<file path="config.mk">
export PLATFORM = sky130hd
export DESIGN_NAME = ex_operand_stage
export DESIGN_NICKNAME = d
export VERILOG_FILES = /design/src/rtl/ex_operand_stage_pkg.sv /design/src/rtl/ex_operand_stage_fwd_mux.sv /design/src/rtl/ex_operand_stage.sv
export SDC_FILE = /design/constraint.sdc
export NUM_CORES = 1
export LEC_CHECK = 0
export CAP_MARGIN = 20
export CORE_MARGIN = 5
export CORE_UTILIZATION = 49
export CTS_CLUSTER_SIZE = 28
export DETAILED_ROUTE_END_ITERATION = 6
export PLACE_DENSITY = 0.95
export SYNTH_ARGS = -nofsm -noshare
export SYNTH_HDL_FRONTEND = slang
export SYNTH_SLANG_ARGS = --single-unit
</file>
<file path="constraint.sdc">
create_clock -name clk -period 7 [get_ports clk]
set_input_delay 1.4 -clock clk [delete_from_list [all_inputs] [get_ports clk]]
set_output_delay 1.4 -clock clk [all_outputs]
set_load 0.02 [all_outputs]
</file>
<file path="src/rtl/ex_operand_stage_pkg.sv">
`default_nettype none
// +------------------------------------------------------------------+
// | Module  : ex_operand_stage_pkg                                   |
// | Purpose : shared widths, ALU control codes, forward select enum  |
// | Rev     : 1.0  initial release                                   |
// +------------------------------------------------------------------+
package ex_operand_stage_pkg;

    localparam int XLEN        = 32;
    localparam int CTRL_W      = 6;
    localparam int REG_AW      = 5;
    localparam int STALL_CNT_W = 16;

    localparam logic [5:0] ALU_ADD    = 6'b000000;
    localparam logic [5:0] ALU_SUB    = 6'b000001;
    localparam logic [5:0] ALU_AND    = 6'b000010;
    localparam logic [5:0] ALU_OR     = 6'b000011;
    localparam logic [5:0] ALU_XOR    = 6'b000100;
    localparam logic [5:0] ALU_SLL    = 6'b000101;
    localparam logic [5:0] ALU_SRL    = 6'b000110;
    localparam logic [5:0] ALU_SRA    = 6'b000111;
    localparam logic [5:0] ALU_SLT    = 6'b001000;
    localparam logic [5:0] ALU_SLTU   = 6'b001001;
    localparam logic [5:0] ALU_PASS_B = 6'b010111;

    typedef enum logic [1:0] {
        FWD_NONE = 2'd0,
        FWD_EXM  = 2'd1,
        FWD_MWB  = 2'd2
    } fwd_sel_e;

endpackage : ex_operand_stage_pkg
`default_nettype wire

</file>
<file path="src/rtl/ex_operand_stage_fwd_mux.sv">
`default_nettype none
// +------------------------------------------------------------------+
// | Module  : operand_fwd_mux                                        |
// | Purpose : per-source forward hit detection and priority select   |
// | Rev     : 1.0  initial release                                   |
// +------------------------------------------------------------------+
module operand_fwd_mux
    import ex_operand_stage_pkg::*;
#(
    parameter int W  = 32,
    parameter int AW = 5
) (
    input  logic [AW-1:0] src_addr_i,
    input  logic [W-1:0]  src_data_i,
    input  logic          exm_reg_write_i,
    input  logic          exm_is_load_i,
    input  logic [AW-1:0] exm_rd_i,
    input  logic [W-1:0]  exm_result_i,
    input  logic          mwb_reg_write_i,
    input  logic [AW-1:0] mwb_rd_i,
    input  logic [W-1:0]  mwb_result_i,
    output fwd_sel_e      sel_o,
    output logic          refresh_o,
    output logic [W-1:0]  data_o
);

    logic w_exm_hit;
    logic w_mwb_hit;

    assign w_exm_hit = exm_reg_write_i && (exm_rd_i != '0) && (exm_rd_i == src_addr_i);
    assign w_mwb_hit = mwb_reg_write_i && (mwb_rd_i != '0) && (mwb_rd_i == src_addr_i);

    // EX/MEM is the younger producer, so it wins over MEM/WB.
    always_comb begin
        sel_o = FWD_NONE;
        if (w_exm_hit) begin
            sel_o = FWD_EXM;
        end else if (w_mwb_hit) begin
            sel_o = FWD_MWB;
        end
    end

    always_comb begin
        data_o = src_data_i;
        case (sel_o)
            FWD_EXM: data_o = exm_result_i;
            FWD_MWB: data_o = mwb_result_i;
            default: data_o = src_data_i;
        endcase
    end

    // A load result on EX/MEM is only an address, never worth storing.
    assign refresh_o = (sel_o == FWD_MWB) || ((sel_o == FWD_EXM) && !exm_is_load_i);

endmodule : operand_fwd_mux
`default_nettype wire

</file>
<file path="src/rtl/ex_operand_stage.sv">
`default_nettype none
// +------------------------------------------------------------------+
// | Module  : ex_operand_stage                                       |
// | Purpose : ID/EX register with forwarding, operand select, and    |
// |           load-use bubble insertion                              |
// | Rev     : 1.0  initial release                                   |
// +------------------------------------------------------------------+
module ex_operand_stage
    import ex_operand_stage_pkg::*;
#(
    parameter int XLEN        = ex_operand_stage_pkg::XLEN,
    parameter int CTRL_W      = ex_operand_stage_pkg::CTRL_W,
    parameter int REG_AW      = ex_operand_stage_pkg::REG_AW,
    parameter int STALL_CNT_W = ex_operand_stage_pkg::STALL_CNT_W
) (
    input  logic                   clk,
    input  logic                   rst_n,
    input  logic                   flush,
    input  logic                   id_valid,
    output logic                   id_ready,
    input  logic [REG_AW-1:0]      id_rs1_addr,
    input  logic [REG_AW-1:0]      id_rs2_addr,
    input  logic [XLEN-1:0]        id_rs1_data,
    input  logic [XLEN-1:0]        id_rs2_data,
    input  logic [XLEN-1:0]        id_imm,
    input  logic                   id_use_imm,
    input  logic                   id_use_pc,
    input  logic [XLEN-1:0]        id_pc,
    input  logic [CTRL_W-1:0]      id_alu_ctrl,
    input  logic [REG_AW-1:0]      id_rd_addr,
    input  logic                   id_reg_write,
    input  logic                   exm_reg_write,
    input  logic                   exm_is_load,
    input  logic [REG_AW-1:0]      exm_rd,
    input  logic [XLEN-1:0]        exm_result,
    input  logic                   mwb_reg_write,
    input  logic [REG_AW-1:0]      mwb_rd,
    input  logic [XLEN-1:0]        mwb_result,
    input  logic                   ex_ready,
    output logic                   ex_valid,
    output logic [XLEN-1:0]        alu_rs1,
    output logic [XLEN-1:0]        alu_rs2,
    output logic [CTRL_W-1:0]      alu_ctrl,
    output logic [REG_AW-1:0]      ex_rd_addr,
    output logic                   ex_reg_write,
    output logic [STALL_CNT_W-1:0] stall_cycles
);

    logic                   valid_q,     valid_d;
    logic [REG_AW-1:0]      rs1_addr_q,  rs2_addr_q;
    logic [XLEN-1:0]        rs1_data_q,  rs1_data_d;
    logic [XLEN-1:0]        rs2_data_q,  rs2_data_d;
    logic [XLEN-1:0]        imm_q,       pc_q;
    logic                   use_imm_q,   use_pc_q;
    logic [CTRL_W-1:0]      alu_ctrl_q;
    logic [REG_AW-1:0]      rd_q;
    logic                   reg_write_q;
    logic [STALL_CNT_W-1:0] stall_q,     stall_d;

    fwd_sel_e               w_rs1_sel,   w_rs2_sel;
    logic                   w_rs1_refresh, w_rs2_refresh;
    logic [XLEN-1:0]        w_rs1_fwd,   w_rs2_fwd;
    logic                   w_hazard;
    logic                   w_advance;
    logic                   w_capture;

    operand_fwd_mux #(.W(XLEN), .AW(REG_AW)) u_fwd_rs1 (
        .src_addr_i      (rs1_addr_q),
        .src_data_i      (rs1_data_q),
        .exm_reg_write_i (exm_reg_write),
        .exm_is_load_i   (exm_is_load),
        .exm_rd_i        (exm_rd),
        .exm_result_i    (exm_result),
        .mwb_reg_write_i (mwb_reg_write),
        .mwb_rd_i        (mwb_rd),
        .mwb_result_i    (mwb_result),
        .sel_o           (w_rs1_sel),
        .refresh_o       (w_rs1_refresh),
        .data_o          (w_rs1_fwd)
    );

    operand_fwd_mux #(.W(XLEN), .AW(REG_AW)) u_fwd_rs2 (
        .src_addr_i      (rs2_addr_q),
        .src_data_i      (rs2_data_q),
        .exm_reg_write_i (exm_reg_write),
        .exm_is_load_i   (exm_is_load),
        .exm_rd_i        (exm_rd),
        .exm_result_i    (exm_result),
        .mwb_reg_write_i (mwb_reg_write),
        .mwb_rd_i        (mwb_rd),
        .mwb_result_i    (mwb_result),
        .sel_o           (w_rs2_sel),
        .refresh_o       (w_rs2_refresh),
        .data_o          (w_rs2_fwd)
    );

    // Sources masked by PC/immediate selection cannot cause a load-use stall.
    assign w_hazard = valid_q && exm_is_load && exm_reg_write && (exm_rd != '0) &&
                      (((exm_rd == rs1_addr_q) && !use_pc_q) ||
                       ((exm_rd == rs2_addr_q) && !use_imm_q));

    assign ex_valid  = valid_q && !w_hazard;
    assign w_advance = ex_valid && ex_ready;
    assign id_ready  = !valid_q || w_advance;
    assign w_capture = id_valid && id_ready && !flush;

    assign alu_rs1      = use_pc_q  ? pc_q  : w_rs1_fwd;
    assign alu_rs2      = use_imm_q ? imm_q : w_rs2_fwd;
    assign alu_ctrl     = alu_ctrl_q;
    assign ex_rd_addr   = rd_q;
    assign ex_reg_write = reg_write_q && ex_valid;
    assign stall_cycles = stall_q;

    always_comb begin
        valid_d    = valid_q;
        rs1_data_d = rs1_data_q;
        rs2_data_d = rs2_data_q;
        stall_d    = stall_q;

        if (flush) begin
            valid_d = 1'b0;
        end else if (w_capture) begin
            valid_d = 1'b1;
        end else if (w_advance) begin
            valid_d = 1'b0;
        end

        if (w_capture) begin
            rs1_data_d = id_rs1_data;
            rs2_data_d = id_rs2_data;
        end else if (valid_q && !w_advance) begin
            // Latch forwarded values so a stalled entry survives producer retirement.
            if (w_rs1_refresh) rs1_data_d = w_rs1_fwd;
            if (w_rs2_refresh) rs2_data_d = w_rs2_fwd;
        end

        if (w_hazard && (stall_q != '1)) begin
            stall_d = stall_q + 1'b1;
        end
    end

    always_ff @(posedge clk or negedge rst_n) begin
        if (!rst_n) begin
            valid_q     <= 1'b0;
            rs1_addr_q  <= '0;
            rs2_addr_q  <= '0;
            rs1_data_q  <= '0;
            rs2_data_q  <= '0;
            imm_q       <= '0;
            pc_q        <= '0;
            use_imm_q   <= 1'b0;
            use_pc_q    <= 1'b0;
            alu_ctrl_q  <= '0;
            rd_q        <= '0;
            reg_write_q <= 1'b0;
            stall_q     <= '0;
        end else begin
            valid_q    <= valid_d;
            rs1_data_q <= rs1_data_d;
            rs2_data_q <= rs2_data_d;
            stall_q    <= stall_d;
            if (w_capture) begin
                rs1_addr_q  <= id_rs1_addr;
                rs2_addr_q  <= id_rs2_addr;
                imm_q       <= id_imm;
                pc_q        <= id_pc;
                use_imm_q   <= id_use_imm;
                use_pc_q    <= id_use_pc;
                alu_ctrl_q  <= id_alu_ctrl;
                rd_q        <= id_rd_addr;
                reg_write_q <= id_reg_write;
            end
        end
    end

endmodule : ex_operand_stage
`default_nettype wire

</file>
# After elaboration in Yosys (flattened, before gate mapping)
# Cells that the tools add are included.
[word_totals]
regBits = 169
inputBits = 234
output_inout_bits = 94
word_cells = 80
[op_classes]
add_sub_neg = 1
eq_ne = 9
n_mux = 17
reduce_logical = 40
[op_table]
columns = ["operator", "count"]
rows = [
  ["$mux W32", 8],
  ["$pmux W32 S2", 2],
  ["$logic_and A1 B1 Y1", 21],
  ["$eq A5 B5 Y1", 4],
  ["$add A16 B1 Y16 const B", 1],
  ["$ne A16 B16 Y1 const B", 1],
  ["$reduce_bool A5 Y1", 2],
  ["$mux W2", 4],
  ["$logic_not A1 Y1", 7],
  ["$reduce_bool A2 Y1", 3],
  ["$eq A2 B1 Y1 const B", 2],
  ["$eq A2 B2 Y1 const B", 2],
  ["$logic_or A1 B1 Y1", 4],
  ["$reduce_and A2 Y1", 2],
  ["$mux W1", 3],
  ["$reduce_bool A3 Y1", 1],
]

# Longest topological paths before layout
[logic_depth]
ltp_word = 12
depth_mapped = 8
ltp_nobuf = 7

# Hierarchy
# A second synthesis with hierarchy kept.
[unflattened]
hier_cells = 1091
area_unflattened_um2 = 11870.1
[by_module_without_submodules]
columns = ["mod", "instances", "cells_per_inst", "area_per_inst_um2", "seq_area_each_um2"]
rows = [
  ["ex_operand_stage", 1, 715, 8704.6, 4229.1],
  ["operand_fwd_mux", 2, 188, 1582.8, 0.0],
]

# Worst setup path after synthesis
# No wires, ideal clock.
[synth_timing]
path_kind = "input to output"
start = "in exm_rd[0]"
end = "out alu_rs1[20]"
arrival_ns = 3.413
t_required_ns = 5.600
setup_slack_ns = 2.187
path_stages = 7
n_path_buf = 2
cell_sequence = "or4_1 o21ai_2 or3_1 clkbuf_1 buf_1 o2bb2ai_1 o21ai_0"
[synth_between]
elab_chain_len = 7
word_cells_on_any_way = 9
[synth_rtl]
columns = ["item", "line_no", "text"]
rows = [
  ["start, declared", "ex_operand_stage.sv:34", "input logic [REG_AW-1:0] exm_rd,"],
  ["$reduce_bool A5 Y1", "ex_operand_stage_fwd_mux.sv:30", "assign w_exm_hit = exm_reg_write_i && (exm_rd_i != '0) && (exm_rd_i == src_addr_i);"],
  ["$logic_and A1 B1 Y1", "ex_operand_stage_fwd_mux.sv:30", ""],
  ["$logic_and A1 B1 Y1 *", "ex_operand_stage_fwd_mux.sv:30", ""],
  ["$mux W2 *", "ex_operand_stage_fwd_mux.sv:36", "if (w_exm_hit) begin"],
  ["$eq A2 B2 Y1 / $eq A2 B1 Y1 (equally long branches)", "ex_operand_stage_fwd_mux.sv:45", "case (sel_o)"],
  ["$pmux W32 S2 *", "ex_operand_stage_fwd_mux.sv:45", ""],
  ["$mux W32 *", "ex_operand_stage.sv:107", "assign alu_rs1 = use_pc_q ? pc_q : w_rs1_fwd;"],
  ["end, declared", "ex_operand_stage.sv:41", "output logic [XLEN-1:0] alu_rs1,"],
]
# Every way passes the cells marked *; elsewhere a longest branch is shown, timed or not.

# Final worst setup path
[layout_timing]
start = "in exm_rd[0]"
end = "out alu_rs2[9]"
[layout_between]
elab_chain_len = 7
word_cells_on_any_way = 9
[layout_rtl]
columns = ["item", "line_no", "text"]
rows = [
  ["$reduce_bool A5 Y1", "ex_operand_stage_fwd_mux.sv:30", ""],
  ["$logic_and A1 B1 Y1", "ex_operand_stage_fwd_mux.sv:30", ""],
  ["$logic_and A1 B1 Y1 *", "ex_operand_stage_fwd_mux.sv:30", ""],
  ["$mux W2 *", "ex_operand_stage_fwd_mux.sv:36", ""],
  ["$eq A2 B2 Y1 / $eq A2 B1 Y1 (equally long branches)", "ex_operand_stage_fwd_mux.sv:45", ""],
  ["$pmux W32 S2 *", "ex_operand_stage_fwd_mux.sv:45", ""],
  ["$mux W32 *", "ex_operand_stage.sv:108", "assign alu_rs2 = use_imm_q ? imm_q : w_rs2_fwd;"],
  ["end, declared", "ex_operand_stage.sv:42", "output logic [XLEN-1:0] alu_rs2,"],
]
# Marks and branches as above.

==> results.cfg <==
[routing]
drc = 0
wl_met1_mm = 12.0
routed.top_layer = met4
postRouteAntennaNets = 0
wirelength_mm = 33.0
first_pass_iters = 5
wl_met2_mm = 16.4
met3WireLength_mm = 3.32
drt_first_iter_violations = 722
viasPerCell = 6.02
via_count = 8945
post_drt_wl_per_cell_um = 22.2

[worst_setup_path]
worst-setup-path-type = in -> out
slowest_delay_ns = 0.76
cp.required_ns = 5.60
crit_top_cell = clkdlybuf4s50_1
path_max_fanout = 36
cp.arrival_ns = 4.66
cp_num_buf_inv = 2
cp-start-kind = input port
crit_slowest_cell = or3_2
crit_family = simple AND/OR/NAND/NOR gates
crit_chain = clkdlybuf4s50_1 > or4_1 > o21ai_2 > or3_2 > nor2_1 > a31o_2 > o21ai_0 > clkdlybuf4s50_1
crit_path_end_kind = output pin

[synthesis]
synth_area_leader_cell = dfrtp_1
syn_inst = 953
synth_ff_type = dfrtp_1
async_flop_share = 1.00
synth_cell_types = 39
synth_edf_count = 0
yosysSeqAreaShare = 0.470
syn-cell-area_um2 = 9000
synth.top_cell.area_share = 0.470
yosysWarningCount = 0
avgSynthCellArea_um2 = 9.44
syn_nets = 1188
synth_seq_cells = 169
synth_area_leaders = dfrtp_1 47%, mux2_2 9.1%, nand2_1 8.8%

[clocking]
cts_root_buf = clkbuf_16
cts_tree = yes
numCtsBuffers = 17
ctsResizeCount = 0
cts_setup_buffers = 0
hold_buffers = 0
insertion_delay_ns = 0.44
cts.sinks = 169
clock_path_buffers = 2
clk_pin_slew_ns = 0.08
htree_levels = 4

[die]
coreArea_um2 = 18000
pin_count = 328
dieArea_um2 = 21200
die_x_um = 146
rows = 49
initial_core_util = 0.499
die_h_um = 146

[sta]
fin_hold_ws_ns = 0.493
rsz0062_at_grt = no
finalClockSkew_ns = 0.0145
relSlewSlack = 0.355
setup_violations = 0
post-route-period-util = 0.865
fin_setup_tns_ns = 0
tightest_slew_ns = 0.955
period_needed_ns = 6.06
final_hold_viol_count = 0
max_freq_mhz = 165
slew_viol_final = 0

[placed_design]
gp_congestion = 0.911
io_buffers = 327
post-place-cells = 1450
dp_hpwl_mm = 23.2
dpl-instance-area_um2 = 12400

[outcome]
status = complete, no violations

[power]
ir_worst_vdd_uv = 185
p_leak_nw = 5.35
p_total_mw = 3.23
powerDensity_nw_per_um2 = 249

[finish]
final_area_um2 = 13000
syn2layout_area_growth_pct = 44.4
drive_above_1_share = 0.110
fin_cells = 1486
fin_nets = 1477

[global_routing]
antenna_found_initial = 2
grt-ovfl-total = 0
grt_use_total = 0.300
grt_pass1_wl_mm = 50.8
grt_pass1_vias = 9194
grt_max_degree = 152

[run]
drv_cap = 0

[worst_hold_path]
hp-class = reg -> reg
kinds of logic after synthesis:
group,Yosys count,share of synthesized area
multiplexers,91,0.114
buffers and inverters,137,0.0602
AO/OA/AOI/OAI,261,0.204
XOR/XNOR,34,0.0331
AND/OR/NAND/NOR,260,0.118
adder cells (fa/ha/maj),1,0.00139
flip-flops,169,0.470
area by class of cell:
cell class	instances	area, um2
tap	229	287
sequential	169	4230
inverter	67	251
timing repair buffer	340	3400
multi-input combinational	647	4250
antenna	2	5.00
clock inverter	14	128
clock buffer	18	439
fill	1282	5030
placed cells by master (no fill, tap or decap), drive strengths merged, types with 2 or more instances in the layout:
cell and instances:
or4 2, a21oi 60, inv 77, buf 13
a21o 3, nand4 7, clkdlybuf4s50 326, xnor2 23
and3 5, nand2 210, nor2b 3, o21ai 65
xor2 11, dfrtp 169, a31o 6, o221ai 64
diode 2, o2bb2ai 58, nor3 6, clkbuf 19
mux2 89, mux2i 2, nand3 7, nor2 12
or3 2, clkinv 3
state kept, by name, summed over array words and instances (netlist names), 6 cells and up:
signal and count:
imm_q 32, stall_cycles 16, rs1_data_q 32, pc_q 32, rs2_data_q 32, alu_ctrl 6
power by group:
group / total (mW) / switching [mW] / internal, mW
sequential: 1.24 / 0.108 / 1.13
clock: 0.928 / 0.447 / 0.481
combinational: 1.07 / 0.531 / 0.535
total: 3.23 / 1.09 / 2.14
per-layer routing:
metal  GRT usage  vias to the layer above
met2       0.500                      554
met1       0.358                     4327
met5           0                        -
li1            -                     3959
met3      0.0863                      105
met4       0.143                        0
cell usage after synthesis (7+ instances only):
cell type	n
o2bb2ai_1	58
o221ai_1	64
xor2_1	11
nand4_1	7
mux2_2	73
nand3_1	7
nand2_1	210
clkbuf_1	46
a21oi_1	60
mux2_1	16
inv_1	67
xnor2_1	23
nor2_1	12
buf_2	16
dfrtp_1	169
o21ai_0	64
through the flow:
stage	setup WS, ns	util
after global routing	0.872	0.721
after detailed placement	0.999	0.688
after global placement	1.09	0.688
after floorplan	2.19	-
final	0.944	0.721
after CTS	0.950	0.719
worst paths after layout:
kind	slack (ns)	cells past startpoint	to	start
setup / recovery	0.94	8	alu_rs2[9]	exm_rd[0]
hold reg to reg	0.49	1	imm_q[29]	imm_q[29]
hold / removal	0.49	1	imm_q[29]	imm_q[29]
max in group asynchronous	4.30	2	use_pc_q	rst_n
min in group asynchronous	1.04	1	imm_q[9]	rst_n
setup reg to reg	3.43	7	rs2_data_q[20]	rs2_addr_q[3]
No activity file was read; power rests on OpenSTA's default activity.
